**src/rtl/dma_wtp_ctl_pkg.sv**
```systemverilog
// Shared types for the DMA wait-port controller: FSM states and transfer direction.
package dma_wtp_ctl_pkg;

    localparam int unsigned DEV_W  = 2;
    localparam int unsigned BYTE_W = 8;
    localparam int unsigned CNT_W  = 8;

    localparam logic DIR_WR = 1'b1;
    localparam logic DIR_RD = 1'b0;

    typedef enum logic [2:0] {
        ST_IDLE,
        ST_FETCH,
        ST_REQ,
        ST_WAIT,
        ST_PUSH,
        ST_NEXT,
        ST_END
    } wtp_state_e;

    // Writes need a byte from the DMA engine before the wait can be raised.
    function automatic wtp_state_e byte_entry_state(input logic dir);
        return (dir == DIR_WR) ? ST_FETCH : ST_REQ;
    endfunction

endpackage

```
**src/rtl/dma_wtp_ctl_if.sv**
```systemverilog
// Bus bundle for dma_wtp_ctl: DMA-engine side, zwait side and status.
interface dma_wtp_ctl_if;
    import dma_wtp_ctl_pkg::*;

    logic              start;
    logic              dir;
    logic [DEV_W-1:0]  dev;
    logic [CNT_W-1:0]  len;
    logic              abort;
    logic [BYTE_W-1:0] wr_data;
    logic              wr_vld;
    logic              wr_rdy;
    logic [BYTE_W-1:0] rd_data;
    logic              rd_vld;
    logic              rd_rdy;
    logic              dma_wtp_req;
    logic              dma_wtp_stb;
    logic [DEV_W-1:0]  dmawpdev;
    logic [BYTE_W-1:0] wtp_dout;
    logic [BYTE_W-1:0] wtp_din;
    logic              busy;
    logic              done;
    logic              err;

    modport master (
        input  start, dir, dev, len, abort, wr_data, wr_vld, rd_rdy,
               dma_wtp_stb, wtp_din,
        output wr_rdy, rd_data, rd_vld, dma_wtp_req, dmawpdev, wtp_dout,
               busy, done, err
    );

    modport slave (
        output start, dir, dev, len, abort, wr_data, wr_vld, rd_rdy,
               dma_wtp_stb, wtp_din,
        input  wr_rdy, rd_data, rd_vld, dma_wtp_req, dmawpdev, wtp_dout,
               busy, done, err
    );

endinterface

```
**src/rtl/dma_wtp_ctl_timeout.sv**
```systemverilog
// Per-byte wait timeout: counts from the req cycle, expires after 2**TO_W-1 cycles.
module wtp_timeout #(
    parameter int unsigned TO_W = 16
) (
    input  logic fclk,
    input  logic rst_n,
    input  logic clr_i,
    input  logic en_i,
    output logic expire_o
);

    localparam logic [TO_W-1:0] ONE    = {{(TO_W-1){1'b0}}, 1'b1};
    localparam logic [TO_W-1:0] ALMOST = {{(TO_W-1){1'b1}}, 1'b0};

    logic [TO_W-1:0] cnt_q, cnt_d;

    // The req cycle counts as the first one, so the count turns all-ones on the
    // edge that leaves WAIT, 2**TO_W-1 cycles after req.
    always_comb begin
        cnt_d = cnt_q;
        if (clr_i) begin
            cnt_d = ONE;
        end else if (en_i) begin
            cnt_d = cnt_q + ONE;
        end
    end

    assign expire_o = en_i && (cnt_q == ALMOST);

    always_ff @(posedge fclk or negedge rst_n) begin
        if (!rst_n) begin
            cnt_q <= '0;
        end else begin
            cnt_q <= cnt_d;
        end
    end

endmodule

```
**src/rtl/dma_wtp_ctl.sv**
```systemverilog
// DMA-side wait-port controller: moves a burst one byte per zwait wait,
// with per-byte timeout, abort and sticky error.
module dma_wtp_ctl
    import dma_wtp_ctl_pkg::*;
#(
    parameter int unsigned TO_W = 16
) (
    input  logic          fclk,
    input  logic          rst_n,
    dma_wtp_ctl_if.master bus
);

    wtp_state_e        state_q, state_d;
    logic              dir_q, dir_d;
    logic [DEV_W-1:0]  dev_q, dev_d;
    logic [CNT_W-1:0]  cnt_q, cnt_d;
    logic [BYTE_W-1:0] dout_q, dout_d;
    logic [BYTE_W-1:0] rdata_q, rdata_d;
    logic              err_q, err_d;

    logic to_clr, to_en, to_expire;
    logic req, wr_rdy, rd_vld, done;

    wtp_timeout #(
        .TO_W (TO_W)
    ) u_timeout (
        .fclk     (fclk),
        .rst_n    (rst_n),
        .clr_i    (to_clr),
        .en_i     (to_en),
        .expire_o (to_expire)
    );

    always_comb begin
        state_d = state_q;
        dir_d   = dir_q;
        dev_d   = dev_q;
        cnt_d   = cnt_q;
        dout_d  = dout_q;
        rdata_d = rdata_q;
        err_d   = err_q;
        to_clr  = 1'b0;
        to_en   = 1'b0;
        req     = 1'b0;
        wr_rdy  = 1'b0;
        rd_vld  = 1'b0;
        done    = 1'b0;

        unique case (state_q)
            ST_IDLE: begin
                if (bus.start) begin
                    dir_d   = bus.dir;
                    dev_d   = bus.dev;
                    cnt_d   = bus.len;
                    err_d   = 1'b0;
                    state_d = byte_entry_state(bus.dir);
                end
            end
            ST_FETCH: begin
                wr_rdy = 1'b1;
                if (bus.wr_vld) begin
                    dout_d  = bus.wr_data;
                    state_d = ST_REQ;
                end
            end
            ST_REQ: begin
                req     = 1'b1;
                to_clr  = 1'b1;
                state_d = ST_WAIT;
            end
            ST_WAIT: begin
                to_en = 1'b1;
                if (bus.dma_wtp_stb) begin
                    if (dir_q == DIR_RD) begin
                        rdata_d = bus.wtp_din;
                    end
                    state_d = (dir_q == DIR_WR) ? ST_NEXT : ST_PUSH;
                end else if (to_expire) begin
                    err_d   = 1'b1;
                    state_d = ST_END;
                end
            end
            ST_PUSH: begin
                rd_vld = 1'b1;
                if (bus.rd_rdy) begin
                    state_d = ST_NEXT;
                end
            end
            ST_NEXT: begin
                if (cnt_q == '0) begin
                    state_d = ST_END;
                end else begin
                    cnt_d   = cnt_q - 8'd1;
                    state_d = byte_entry_state(dir_q);
                end
            end
            ST_END: begin
                done    = 1'b1;
                state_d = ST_IDLE;
            end
            default: state_d = ST_IDLE;
        endcase

        // Abort overrides everything mid-burst: no handshake may complete and no
        // data or error state is updated; END itself always proceeds to IDLE.
        if (bus.abort && (state_q != ST_IDLE) && (state_q != ST_END)) begin
            state_d = ST_END;
            cnt_d   = cnt_q;
            dout_d  = dout_q;
            rdata_d = rdata_q;
            err_d   = err_q;
            req     = 1'b0;
            wr_rdy  = 1'b0;
            rd_vld  = 1'b0;
        end
    end

    always_ff @(posedge fclk or negedge rst_n) begin
        if (!rst_n) begin
            state_q <= ST_IDLE;
            dir_q   <= 1'b0;
            dev_q   <= '0;
            cnt_q   <= '0;
            dout_q  <= '0;
            rdata_q <= '0;
            err_q   <= 1'b0;
        end else begin
            state_q <= state_d;
            dir_q   <= dir_d;
            dev_q   <= dev_d;
            cnt_q   <= cnt_d;
            dout_q  <= dout_d;
            rdata_q <= rdata_d;
            err_q   <= err_d;
        end
    end

    assign bus.dma_wtp_req = req;
    assign bus.wr_rdy      = wr_rdy;
    assign bus.rd_vld      = rd_vld;
    assign bus.done        = done;
    assign bus.busy        = (state_q != ST_IDLE);
    assign bus.err         = err_q;
    assign bus.dmawpdev    = dev_q;
    assign bus.wtp_dout    = dout_q;
    assign bus.rd_data     = rdata_q;

endmodule

```
**src/flat_wrapper.sv**
```systemverilog
// flat-port wrapper written by rule: the top's interface ports become plain ports
module dma_wtp_ctl_flat import dma_wtp_ctl_pkg::*;
#(
    parameter int unsigned TO_W = 16
)
  (fclk, rst_n, bus_start, bus_dir, bus_dev, bus_len, bus_abort, bus_wr_data, bus_wr_vld, bus_rd_rdy, bus_dma_wtp_stb, bus_wtp_din, bus_wr_rdy, bus_rd_data, bus_rd_vld, bus_dma_wtp_req, bus_dmawpdev, bus_wtp_dout, bus_busy, bus_done, bus_err);
  dma_wtp_ctl_if bus_i ();
  input  logic fclk;
  input  logic rst_n;
  input wire logic [$bits(bus_i.start)-1:0] bus_start;
  input wire logic [$bits(bus_i.dir)-1:0] bus_dir;
  input wire logic [$bits(bus_i.dev)-1:0] bus_dev;
  input wire logic [$bits(bus_i.len)-1:0] bus_len;
  input wire logic [$bits(bus_i.abort)-1:0] bus_abort;
  input wire logic [$bits(bus_i.wr_data)-1:0] bus_wr_data;
  input wire logic [$bits(bus_i.wr_vld)-1:0] bus_wr_vld;
  input wire logic [$bits(bus_i.rd_rdy)-1:0] bus_rd_rdy;
  input wire logic [$bits(bus_i.dma_wtp_stb)-1:0] bus_dma_wtp_stb;
  input wire logic [$bits(bus_i.wtp_din)-1:0] bus_wtp_din;
  output wire logic [$bits(bus_i.wr_rdy)-1:0] bus_wr_rdy;
  output wire logic [$bits(bus_i.rd_data)-1:0] bus_rd_data;
  output wire logic [$bits(bus_i.rd_vld)-1:0] bus_rd_vld;
  output wire logic [$bits(bus_i.dma_wtp_req)-1:0] bus_dma_wtp_req;
  output wire logic [$bits(bus_i.dmawpdev)-1:0] bus_dmawpdev;
  output wire logic [$bits(bus_i.wtp_dout)-1:0] bus_wtp_dout;
  output wire logic [$bits(bus_i.busy)-1:0] bus_busy;
  output wire logic [$bits(bus_i.done)-1:0] bus_done;
  output wire logic [$bits(bus_i.err)-1:0] bus_err;
  assign bus_i.start = bus_start;
  assign bus_i.dir = bus_dir;
  assign bus_i.dev = bus_dev;
  assign bus_i.len = bus_len;
  assign bus_i.abort = bus_abort;
  assign bus_i.wr_data = bus_wr_data;
  assign bus_i.wr_vld = bus_wr_vld;
  assign bus_i.rd_rdy = bus_rd_rdy;
  assign bus_i.dma_wtp_stb = bus_dma_wtp_stb;
  assign bus_i.wtp_din = bus_wtp_din;
  assign bus_wr_rdy = bus_i.wr_rdy;
  assign bus_rd_data = bus_i.rd_data;
  assign bus_rd_vld = bus_i.rd_vld;
  assign bus_dma_wtp_req = bus_i.dma_wtp_req;
  assign bus_dmawpdev = bus_i.dmawpdev;
  assign bus_wtp_dout = bus_i.wtp_dout;
  assign bus_busy = bus_i.busy;
  assign bus_done = bus_i.done;
  assign bus_err = bus_i.err;
  dma_wtp_ctl #(.TO_W(TO_W)) u_core (.fclk(fclk), .rst_n(rst_n), .bus(bus_i));
endmodule
```
**config.mk**
```make
export PLATFORM = sky130hd
export DESIGN_NAME = dma_wtp_ctl_flat
export DESIGN_NICKNAME = d
export VERILOG_FILES = /design/src/rtl/dma_wtp_ctl_pkg.sv /design/src/rtl/dma_wtp_ctl_if.sv /design/src/rtl/dma_wtp_ctl_timeout.sv /design/src/rtl/dma_wtp_ctl.sv /design/src/flat_wrapper.sv
export SDC_FILE = /design/constraint.sdc
export NUM_CORES = 1
export LEC_CHECK = 0
export CORE_MARGIN = 5
export CORE_UTILIZATION = 45
export CTS_CLUSTER_DIAMETER = 50
export DETAILED_ROUTE_END_ITERATION = 12
export GPL_ROUTABILITY_DRIVEN = 0
export HOLD_SLACK_MARGIN = 0.03
export PLACE_DENSITY = 0.76
export SLEW_MARGIN = 20
export SYNTH_ARGS = -nofsm -noshare
export SYNTH_HDL_FRONTEND = slang
export SYNTH_SLANG_ARGS = --single-unit
export TNS_END_PERCENT = 50
```
**constraint.sdc**
```tcl
create_clock -name fclk -period 1.75 [get_ports fclk]
set_input_delay 0.35 -clock fclk [delete_from_list [all_inputs] [get_ports fclk]]
set_output_delay 0.35 -clock fclk [all_outputs]
set_load 0.03 [all_outputs]
```
==> results.json, run 1 <==
{
  "portBuffers": 57,
  "clk_latency_ps": 300,
  "synth_area_leaders": "dfrtp_1, mux2_2, nor2_1",
  "nNetsFinal": 403,
  "most-common-layout-cells": "clkdlybuf4s50_1, buf_4, dfrtp_1",
  "slew_viol_final": 0,
  "num_io_pins": 58,
  "grt_max_degree": 48,
  "slowest_stage": "or4b_4",
  "ir_worst_vdd_mv": 0.739,
  "antenna_cells": 0,
  "globalRouteTotalUtil": 0.184,
  "synthDistinctLibCells": 47,
  "p_leak_uw": 0.00168,
  "synth-async-reset-ratio": 1.00,
  "final_util": 0.726,
  "root_buffer": "clkbuf_8",
  "crit_fanout": 2,
  "fp.dieW_microns": 83.7,
  "synthCells": 254,
  "hold_viol": 0,
  "first_global_vias": 2302,
  "critPathCaptureType": "register",
  "die_area_sq_um": 7000,
  "synth_area_leader_cell": "dfrtp_1",
  "wirelength_microns": 6510,
  "dr_total_vias": 2298,
  "rr_startpoint": "u_core.u_timeout.cnt_q[4]",
  "nFillCells": 365,
  "die_h_microns": 83.7,
  "ys.flop_type": "dfrtp_1",
  "initial_utilization": 0.469,
  "status": "complete, but fails checks",
  "syn_area_sq_um": 2440,
  "drtIter0Drc": 59,
  "area_delta_synth_final_pct": 54.6,
  "mostFrequentLayoutCell": "clkdlybuf4s50_1",
  "grt_pass1_wl_microns": 10600,
  "multiInputGateArea_sq_um": 1320,
  "synth_top_area_frac": 0.481,
  "wl_per_cell_microns": 14.9,
  "finalSetupViolCount": 11,
  "power.density_nw_per_um2": 1490,
  "synthesis.nets": 292,
  "fin_skew_ps": 9.59,
  "drive_gt1_frac": 0.317,
  "required_ps": 1950,
  "antenna_found_initial": 0,
  "min_from": "u_core.bus.err",
  "postRouteAntennaNets": 0,
  "remaining_drc_errors": 0,
  "std_cell_rows": 26,
  "crit_type": "reg2reg",
  "viasPerCell": 5.27,
  "design_area_sq_um": 3780,
  "cts_tree": "yes",
  "cp-startpoint": "u_core.u_timeout.cnt_q[4]",
  "ff_latch_area_sq_um": 1180,
  "cp.arrival_ps": 2050,
  "max-cap-violations": 0,
  "fin_hold_ws_ps": 505,
  "place_area_sq_um": 3470,
  "rsz0062_at_grt": "true",
  "path_clk_slew_ps": 90,
  "relSlewSlack": 0.761,
  "crit_path_max_incr_delay_ps": 560,
  "min_period_ps": 1850,
  "firstDrtPassIters": 4,
  "core-area_sq_um": 5200,
  "cts_htree_levels": 2,
  "hold_path_class": "reg2reg",
  "worst_pin_slew_ps": 350,
  "dp_hpwl_microns": 4690,
  "grt_overflow": 0,
  "start_kind": "register",
  "clockBufferDepth": 2,
  "crit_chain": "and4_4 > nand3_2 > or4b_4 > a41o_1 > mux2_4",
  "synth-seq-cells": 47,
  "cts_sinks": 47,
  "timing.fmax_mhz": 540,
  "violations": "negative setup slack",
  "synth_edf_count": 0,
  "yosysSeqAreaShare": 0.481,
  "numCtsBuffers": 5,
  "ys_warn_count": 0,
  "fin_crit_sh": 1.06,
  "syn_area_per_cell_sq_um": 9.62,
  "timing.final.ws_setup_ps": -102
}
## cell families after synthesis
| logic type | Yosys count | synth area share |
|---|---|---|
| buffers and inverters | 17 | 0.0266 |
| adder cells (fa/ha/maj) | 5 | 0.0246 |
| XOR/XNOR | 6 | 0.0215 |
| multiplexers | 23 | 0.107 |
| flip-flops | 47 | 0.481 |
| AND/OR/NAND/NOR | 99 | 0.197 |
| AO/OA/AOI/OAI | 57 | 0.142 |
## synth_stat cells, types with 2 or more instances
cell type / count
nor2_1: 32
xor2_1: 5
dfrtp_1: 47
nor4_1: 2
mux2_2: 20
o22a_1: 2
nor2b_1: 3
or4b_1: 2
o31ai_1: 2
nand4_1: 4
clkbuf_1: 9
nand3_1: 6
or4_1: 3
o21ai_0: 20
a31o_2: 2
a21oi_1: 15
nor3_1: 10
inv_1: 6
mux2i_1: 2
and3_1: 2
a22oi_1: 2
nand2_1: 25
a31oi_1: 4
nand2b_1: 3
ha_1: 4
## final timing paths
path / to / slack [ps] / cells past startpoint
max in group asynchronous: u_core.state_q[2] / 970 / 3
min: u_core.bus.err / 510 / 2
max: u_core.state_q[0] / -100 / 5
min in group asynchronous: u_core.state_q[0] / 550 / 3
min reg2reg: u_core.bus.err / 510 / 2
max reg2reg: u_core.state_q[0] / -100 / 5
## metal layers
metal | up-vias | routed length, microns | GRT usage | part of all wire
met3 | 15 | 327 | 0.0434 | 0.050
met5 | - | 0 | 0 | 0
met2 | 67 | 3240 | 0.319 | 0.50
met4 | 0 | 99 | 0.0570 | 0.015
li1 | 1144 | - | - | -
met1 | 1072 | 2840 | 0.226 | 0.44
## critical path: cells and delay by family, from the launching register on
kind | cells | cell delay, ps
and+or+nand+nor | 3 | 880
DFF | 1 | 370
muxes | 1 | 290
AOI/OAI and AO/OA | 1 | 220
## power breakdown
group,internal (uW),switching [uW],leakage (uW)
sequential,1450,270,0.000601
combinational,1520,1580,0.00102
clock,433,387,0.0000587
## repair_timing
item                                    CTS  global route
endpoints found under the hold margin    37             0
pin swaps                                 8             4
hold buffers                              1             0
setup buffers                             5             2
resized for setup                        20            23
endpoints found under the setup margin   16            37
## through the flow
stage | setup TNS, ps | cells | worst slack [ps] | power (uW)
global placement | -4720 | 422 | -277 | 4400
global route | -1580 | 436 | -141 | 5980
floorplan | -256 | 254 | -74.6 | 3240
CTS | -659 | 435 | -93.8 | 5510
finish | -397 | 436 | -102 | 5630
detailed placement | -5570 | 422 | -310 | 4470
## cell type report
type | count | share of cell area
Sequential cell | 47 | 0.312
Timing Repair Buffer | 114 | 0.278
Multi-Input combinational cell | 190 | 0.349
Clock inverter | 3 | 0.0126
Inverter | 7 | 0.00695
Clock buffer | 5 | 0.0182
Tap cell | 70 | 0.0232
## flip-flops by register name (all words and copies together) (netlist names)
signal                  cells
u_core.u_timeout.cnt_q     16
u_core.bus.rd_data          8
u_core.bus.wtp_dout         8
u_core.cnt_q                8
u_core.state_q              3
u_core.bus.dmawpdev         2
u_core.bus.err              1
u_core.dir_q                1
Note: power is estimated with default switching activity, not from simulation.
==> run 2: changes to the inputs <==
--- a/config.mk
+++ b/config.mk
@@ -5,7 +5,7 @@
 export SDC_FILE = /design/constraint.sdc
 export NUM_CORES = 1
 export LEC_CHECK = 0
-export CORE_MARGIN = 5
+export CAP_MARGIN = 30
 export CORE_UTILIZATION = 45
 export CTS_CLUSTER_DIAMETER = 50
 export DETAILED_ROUTE_END_ITERATION = 12
==> run 2 against run 1 <==
Global-route usage grew 5.6 points; maximum frequency down 2.0%; the run still ends with negative setup slack left; highest routed layer unchanged; setup slack worse by 39 ps; critical endpoint unchanged; hold slack improved by 4.0 ps; count of clock-buffer cells in the layout unchanged; largest cell class unchanged.
==> results.json, run 2 (same netlist as run 1, synthesis figures left out) <==
{
  "status": "complete, but fails checks",
  "portBuffers": 57,
  "ir_worst_vdd_mv": 0.714,
  "stdcell_count": 440,
  "cts_tree": "yes",
  "grt_pass1_wl_microns": 10100,
  "start_kind": "register",
  "power_frac_seq": 0.309,
  "drive_gt1_frac": 0.330,
  "dr_total_vias": 2401,
  "cts_htree_levels": 2,
  "required_ps": 1950,
  "critPathCaptureType": "register",
  "switchingPower_uw": 2250,
  "core-area_sq_um": 5170,
  "slowest_stage": "or4b_4",
  "crit_fanout": 2,
  "fin_crit_sh": 1.08,
  "fin_skew_ps": 8.19,
  "die_area_sq_um": 5730,
  "regToRegSetupSlack_ps": -140,
  "hold_depth": 1,
  "slew_viol_final": 0,
  "p_leak_uw": 0.00165,
  "power.density_nw_per_um2": 1460,
  "design_area_sq_um": 3770,
  "path_clk_slew_ps": 90,
  "clockBufferDepth": 2,
  "grt_overflow": 0,
  "timing.final.ws_setup_ps": -140,
  "remaining_drc_errors": 0,
  "clkPwrFrac": 0.117,
  "dp_hpwl_microns": 4650,
  "globalRouteTotalUtil": 0.240,
  "finalSetupViolCount": 11,
  "wl_per_cell_microns": 15.0,
  "largest_register_ffs": 16,
  "cp.depth": 5,
  "fp.dieW_microns": 75.7,
  "timing.fmax_mhz": 529,
  "num_io_pins": 58,
  "wirelength_microns": 6600,
  "crit_chain": "and4_4 > nand3_2 > or4b_4 > a41o_1 > mux2_4",
  "p_int_uw": 3250,
  "viasPerCell": 5.46,
  "grt_max_degree": 29,
  "numCtsBuffers": 5,
  "root_buffer": "clkbuf_8",
  "crit_type": "reg2reg",
  "area_delta_synth_final_pct": 54.2,
  "most-common-layout-cells": "clkdlybuf4s50_1, buf_4, dfrtp_1",
  "dpl.cell_count": 422,
  "switching_share": 0.409,
  "power.share.combinational": 0.573,
  "hold_path_class": "reg2reg",
  "nNetsFinal": 407,
  "postRouteAntennaNets": 0,
  "violations": "negative setup slack",
  "firstDrtPassIters": 4,
  "antenna_cells": 0,
  "rsz0062_at_grt": "true",
  "max-cap-violations": 0,
  "min_period_ps": 1890,
  "place_area_sq_um": 3470,
  "hold_viol": 0,
  "worst_pin_slew_ps": 477,
  "drtIter0Drc": 120,
  "initial_utilization": 0.472,
  "cp.arrival_ps": 2090,
  "first_global_vias": 2221,
  "crit_path_max_incr_delay_ps": 570,
  "clk_latency_ps": 310,
  "top_register": "u_core.u_timeout.cnt_q",
  "antenna_found_initial": 0,
  "cts_sinks": 47,
  "reg2reg_depth": 5,
  "critical_path.top_delay_family": "simple AND/OR/NAND/NOR gates",
  "mostFrequentLayoutCell": "clkdlybuf4s50_1",
  "die_h_microns": 75.7,
  "worst-path-buf-inv": 0,
  "std_cell_rows": 26,
  "relSlewSlack": 0.682
}
-- run 2: changes by cell type in the layout (fill, tap and decap cells not counted), moves of 2 or more --
| cell | change |
|---|---|
| clkinv_2 | +2 |
| buf_4 | +4 |
| clkinvlp_4 | +2 |
| buf_2 | +2 |
-- run 2: stage by stage --
step / util / setup TNS, ps / hold slack [ps] / worst slack [ps] / total power [uW]
2_1_floorplan: - / -256 / 54.4 / -74.6 / 3240
3_3_place_gp: 0.672 / -3940 / 330 / -282 / 4380
3_5_place_dp: 0.672 / -4450 / 328 / -327 / 4450
4_1_cts: 0.712 / -952 / 513 / -119 / 5310
5_1_grt: 0.728 / -1870 / 527 / -200 / 5840
6_report: 0.728 / -527 / 509 / -140 / 5500
-- run 2: path summary, 6_finish.rpt --
path,endpoint,from
min in group asynchronous,u_core.cnt_q[5],rst_n
min,u_core.bus.dmawpdev[0],u_core.bus.dmawpdev[0]
max reg2reg,u_core.state_q[0],u_core.u_timeout.cnt_q[4]
min reg2reg,u_core.bus.dmawpdev[0],u_core.bus.dmawpdev[0]
max in group asynchronous,u_core.state_q[0],rst_n
max,u_core.state_q[0],u_core.u_timeout.cnt_q[4]
-- run 2: timing repair --
action                                 4_1_cts  5_1_grt
resized for setup                           17       27
hold buffers                                 1        0
buffers inserted                             7        1
pin swaps                                    4        2
gates cloned                                 1        0
endpoints found under the hold margin       19        0
setup endpoints to repair                   14       39
-- run 2: layout make-up --
cell class / instances / area (sq um)
fillers: 368 / 1410
multi-input cells: 190 / 1320
flip-flops and latches: 47 / 1180
repair buffers: 118 / 1070
well taps: 70 / 87.6
clock buffers: 5 / 68.8
inverters: 7 / 27.5
clock inverters: 3 / 20.0
-- run 2: metal layers --
layer	wire length [microns]	track usage	part of all wire
met1	2850	0.313	0.43
met2	3280	0.400	0.50
met3	318	0.0397	0.048
met4	144	0.0988	0.022
met5	0	0	0
-- run 2: power groups by stage --
stage | combinational [uW] | sequential (uW) | clock, uW
after global placement | 2690 | 1690 | 0
after global routing | 3380 | 1750 | 704
after CTS | 2970 | 1670 | 667
after floorplan | 1160 | 2080 | 0
final | 3150 | 1700 | 646
after detailed placement | 2750 | 1710 | 0
==> run 3: changes to the inputs <==
--- a/config.mk
+++ b/config.mk
@@ -8,10 +8,12 @@
 export CAP_MARGIN = 30
 export CORE_UTILIZATION = 45
 export CTS_CLUSTER_DIAMETER = 50
+export CTS_CLUSTER_SIZE = 24
 export DETAILED_ROUTE_END_ITERATION = 12
 export GPL_ROUTABILITY_DRIVEN = 0
 export HOLD_SLACK_MARGIN = 0.03
 export PLACE_DENSITY = 0.76
+export REMOVE_ABC_BUFFERS = 1
 export SLEW_MARGIN = 20
 export SYNTH_ARGS = -nofsm -noshare
 export SYNTH_HDL_FRONTEND = slang
==> run 3 against run 2 <==
The run still ends with negative setup slack left; highest routed layer unchanged; wire length is 6.7% lower; first-iteration DRC count is 26% lower; critical endpoint unchanged; clock power is 3.6% higher; count of clock-buffer cells in the layout stayed put; final cell count is 0.68% lower; flip-flop and latch count stayed put; largest power group unchanged; utilization is 0.17 points lower; final area is 0.23% lower; hold slack worse by 5.6 ps; sequential power hardly changed.
==> results.json, run 3 (same netlist as run 1, synthesis figures left out) <==
{
  "status": "complete, but fails checks",
  "violations": "negative setup slack",
  "viasPerCell": 5.37,
  "power_frac_seq": 0.322,
  "worst-path-buf-inv": 1,
  "hold_path_class": "reg2reg",
  "dr_total_vias": 2346,
  "crit_type": "reg2reg",
  "stdcell_count": 437,
  "crit_chain": "inv_2 > ha_4 > nand4_1 > or4b_4 > a41o_1 > mux2_4",
  "die_h_microns": 75.7,
  "slowest_stage": "or4b_4",
  "slew_viol_final": 0,
  "ir_worst_vdd_mv": 1.05,
  "crit_fanout": 2,
  "place_ws_ps": -322,
  "firstDrtPassIters": 4,
  "rsz0062_at_grt": "true",
  "cts_htree_levels": 2,
  "dpl.cell_count": 424,
  "cts_sinks": 47,
  "grt_overflow": 0,
  "nFillCells": 358,
  "initial_utilization": 0.472,
  "fp.dieW_microns": 75.7,
  "remaining_drc_errors": 0,
  "clk_latency_ps": 310,
  "required_ps": 1950,
  "switching_share": 0.411,
  "top_register": "u_core.u_timeout.cnt_q",
  "p_leak_uw": 0.00164,
  "drtIter0Drc": 89,
  "max-cap-violations": 0,
  "cp.arrival_ps": 2030,
  "crit_path_max_incr_delay_ps": 540,
  "root_buffer": "clkbuf_8",
  "power.share.combinational": 0.553,
  "nNetsFinal": 404,
  "relSlewSlack": 0.764,
  "area_delta_synth_final_pct": 53.8,
  "globalRouteTotalUtil": 0.230,
  "power.density_nw_per_um2": 1430,
  "clkPwrFrac": 0.124,
  "critical_path.top_delay_family": "simple AND/OR/NAND/NOR gates",
  "most-common-layout-cells": "clkdlybuf4s50_1, buf_4, dfrtp_1",
  "num_io_pins": 58,
  "mostFrequentLayoutCell": "clkdlybuf4s50_1",
  "start_kind": "register",
  "grt_max_degree": 48,
  "postRouteAntennaNets": 0,
  "largest_register_ffs": 16,
  "wirelength_microns": 6160,
  "critPathCaptureType": "register",
  "timing.final.ws_setup_ps": -82.9,
  "antenna_cells": 0,
  "numCtsBuffers": 5,
  "p_int_uw": 3170,
  "switchingPower_uw": 2210,
  "die_area_sq_um": 5730,
  "cts_tree": "yes",
  "grt_pass1_wl_microns": 9930,
  "hold_viol": 0,
  "timing.fmax_mhz": 546,
  "fin_hold_ws_ps": 504,
  "finalSetupViolCount": 4,
  "drive_gt1_frac": 0.330,
  "fin_crit_sh": 1.05,
  "clockBufferDepth": 2,
  "first_global_vias": 2285,
  "fin_skew_ps": 5.53,
  "antenna_found_initial": 0,
  "path_clk_slew_ps": 90,
  "core-area_sq_um": 5170,
  "worst_pin_slew_ps": 353,
  "dp_hpwl_microns": 4240,
  "min_period_ps": 1830,
  "wl_per_cell_microns": 14.1,
  "p_total_uw": 5370,
  "portBuffers": 57,
  "std_cell_rows": 26
}
[run 3: cell types whose count changed in the layout (fill, tap and decap cells not counted), moves of 2 or more]
cell     delta
o21ai_1     -3
inv_1       -2
ha_1        -2
inv_2       +2
o21ai_0     +4
buf_6       -3
[run 3: worst min-delay path, stage by stage (launching register included)]
cell and delay (ps):
dfrtp_1 360, nand2_1 50, o21ai_0 60
[run 3: what timing repair did]
| item | in CTS | in global routing |
|---|---|---|
| hold endpoints to repair | 47 | 0 |
| pin swaps | 7 | 8 |
| cloned | 1 | 0 |
| setup buffers | 4 | 1 |
| endpoints found under the setup margin | 19 | 27 |
| hold buffers | 1 | 0 |
| gates resized for setup | 22 | 23 |
[run 3: routing by layer]
layer / track usage / routed length [microns] / vias to the layer above
met5: 0 / 0 / -
met4: 0.0885 / 144 / 0
met3: 0.0529 / 318 / 14
met2: 0.401 / 3110 / 69
met1: 0.279 / 2590 / 1126
li1: - / - / 1137
[run 3: power by group through the flow]
stage	combinational, uW	sequential [uW]	clock [uW]
2_1_floorplan	993	2140	0
3_3_place_gp	2630	1700	0
3_5_place_dp	2690	1700	0
4_1_cts	2850	1690	691
5_1_grt	3210	1780	726
6_report	2970	1730	669
[run 3: cell type report]
| class | count | area (sq um) | area share |
|---|---|---|---|
| Clock inverter | 3 | 20.0 | 0.00533 |
| Multi-Input combinational cell | 190 | 1320 | 0.352 |
| Tap cell | 70 | 87.6 | 0.0233 |
| Timing Repair Buffer | 115 | 1050 | 0.280 |
| Inverter | 7 | 31.3 | 0.00832 |
| Clock buffer | 5 | 68.8 | 0.0183 |
| Sequential cell | 47 | 1180 | 0.314 |
[run 3: path summary, 6_finish.rpt]
path	startpoint	end	slack, ps	depth (start not counted)
max in group asynchronous	rst_n	u_core.state_q[2]	960	3
max	u_core.u_timeout.cnt_q[0]	u_core.state_q[0]	-80	6
min	u_core.bus.err	u_core.bus.err	500	2
min reg2reg	u_core.bus.err	u_core.bus.err	500	2
min in group asynchronous	rst_n	u_core.bus.rd_data[4]	540	3
max reg2reg	u_core.u_timeout.cnt_q[0]	u_core.state_q[0]	-80	6
[run 3: through the flow]
| step | cell area [sq um] | setup TNS (ps) | utilization |
|---|---|---|---|
| after floorplan | 2400 | -7780 | - |
| after global placement | 3470 | -3930 | 0.671 |
| after detailed placement | 3470 | -4560 | 0.671 |
| after CTS | 3680 | -534 | 0.712 |
| after global routing | 3760 | -1540 | 0.727 |
| final | 3760 | -193 | 0.727 |
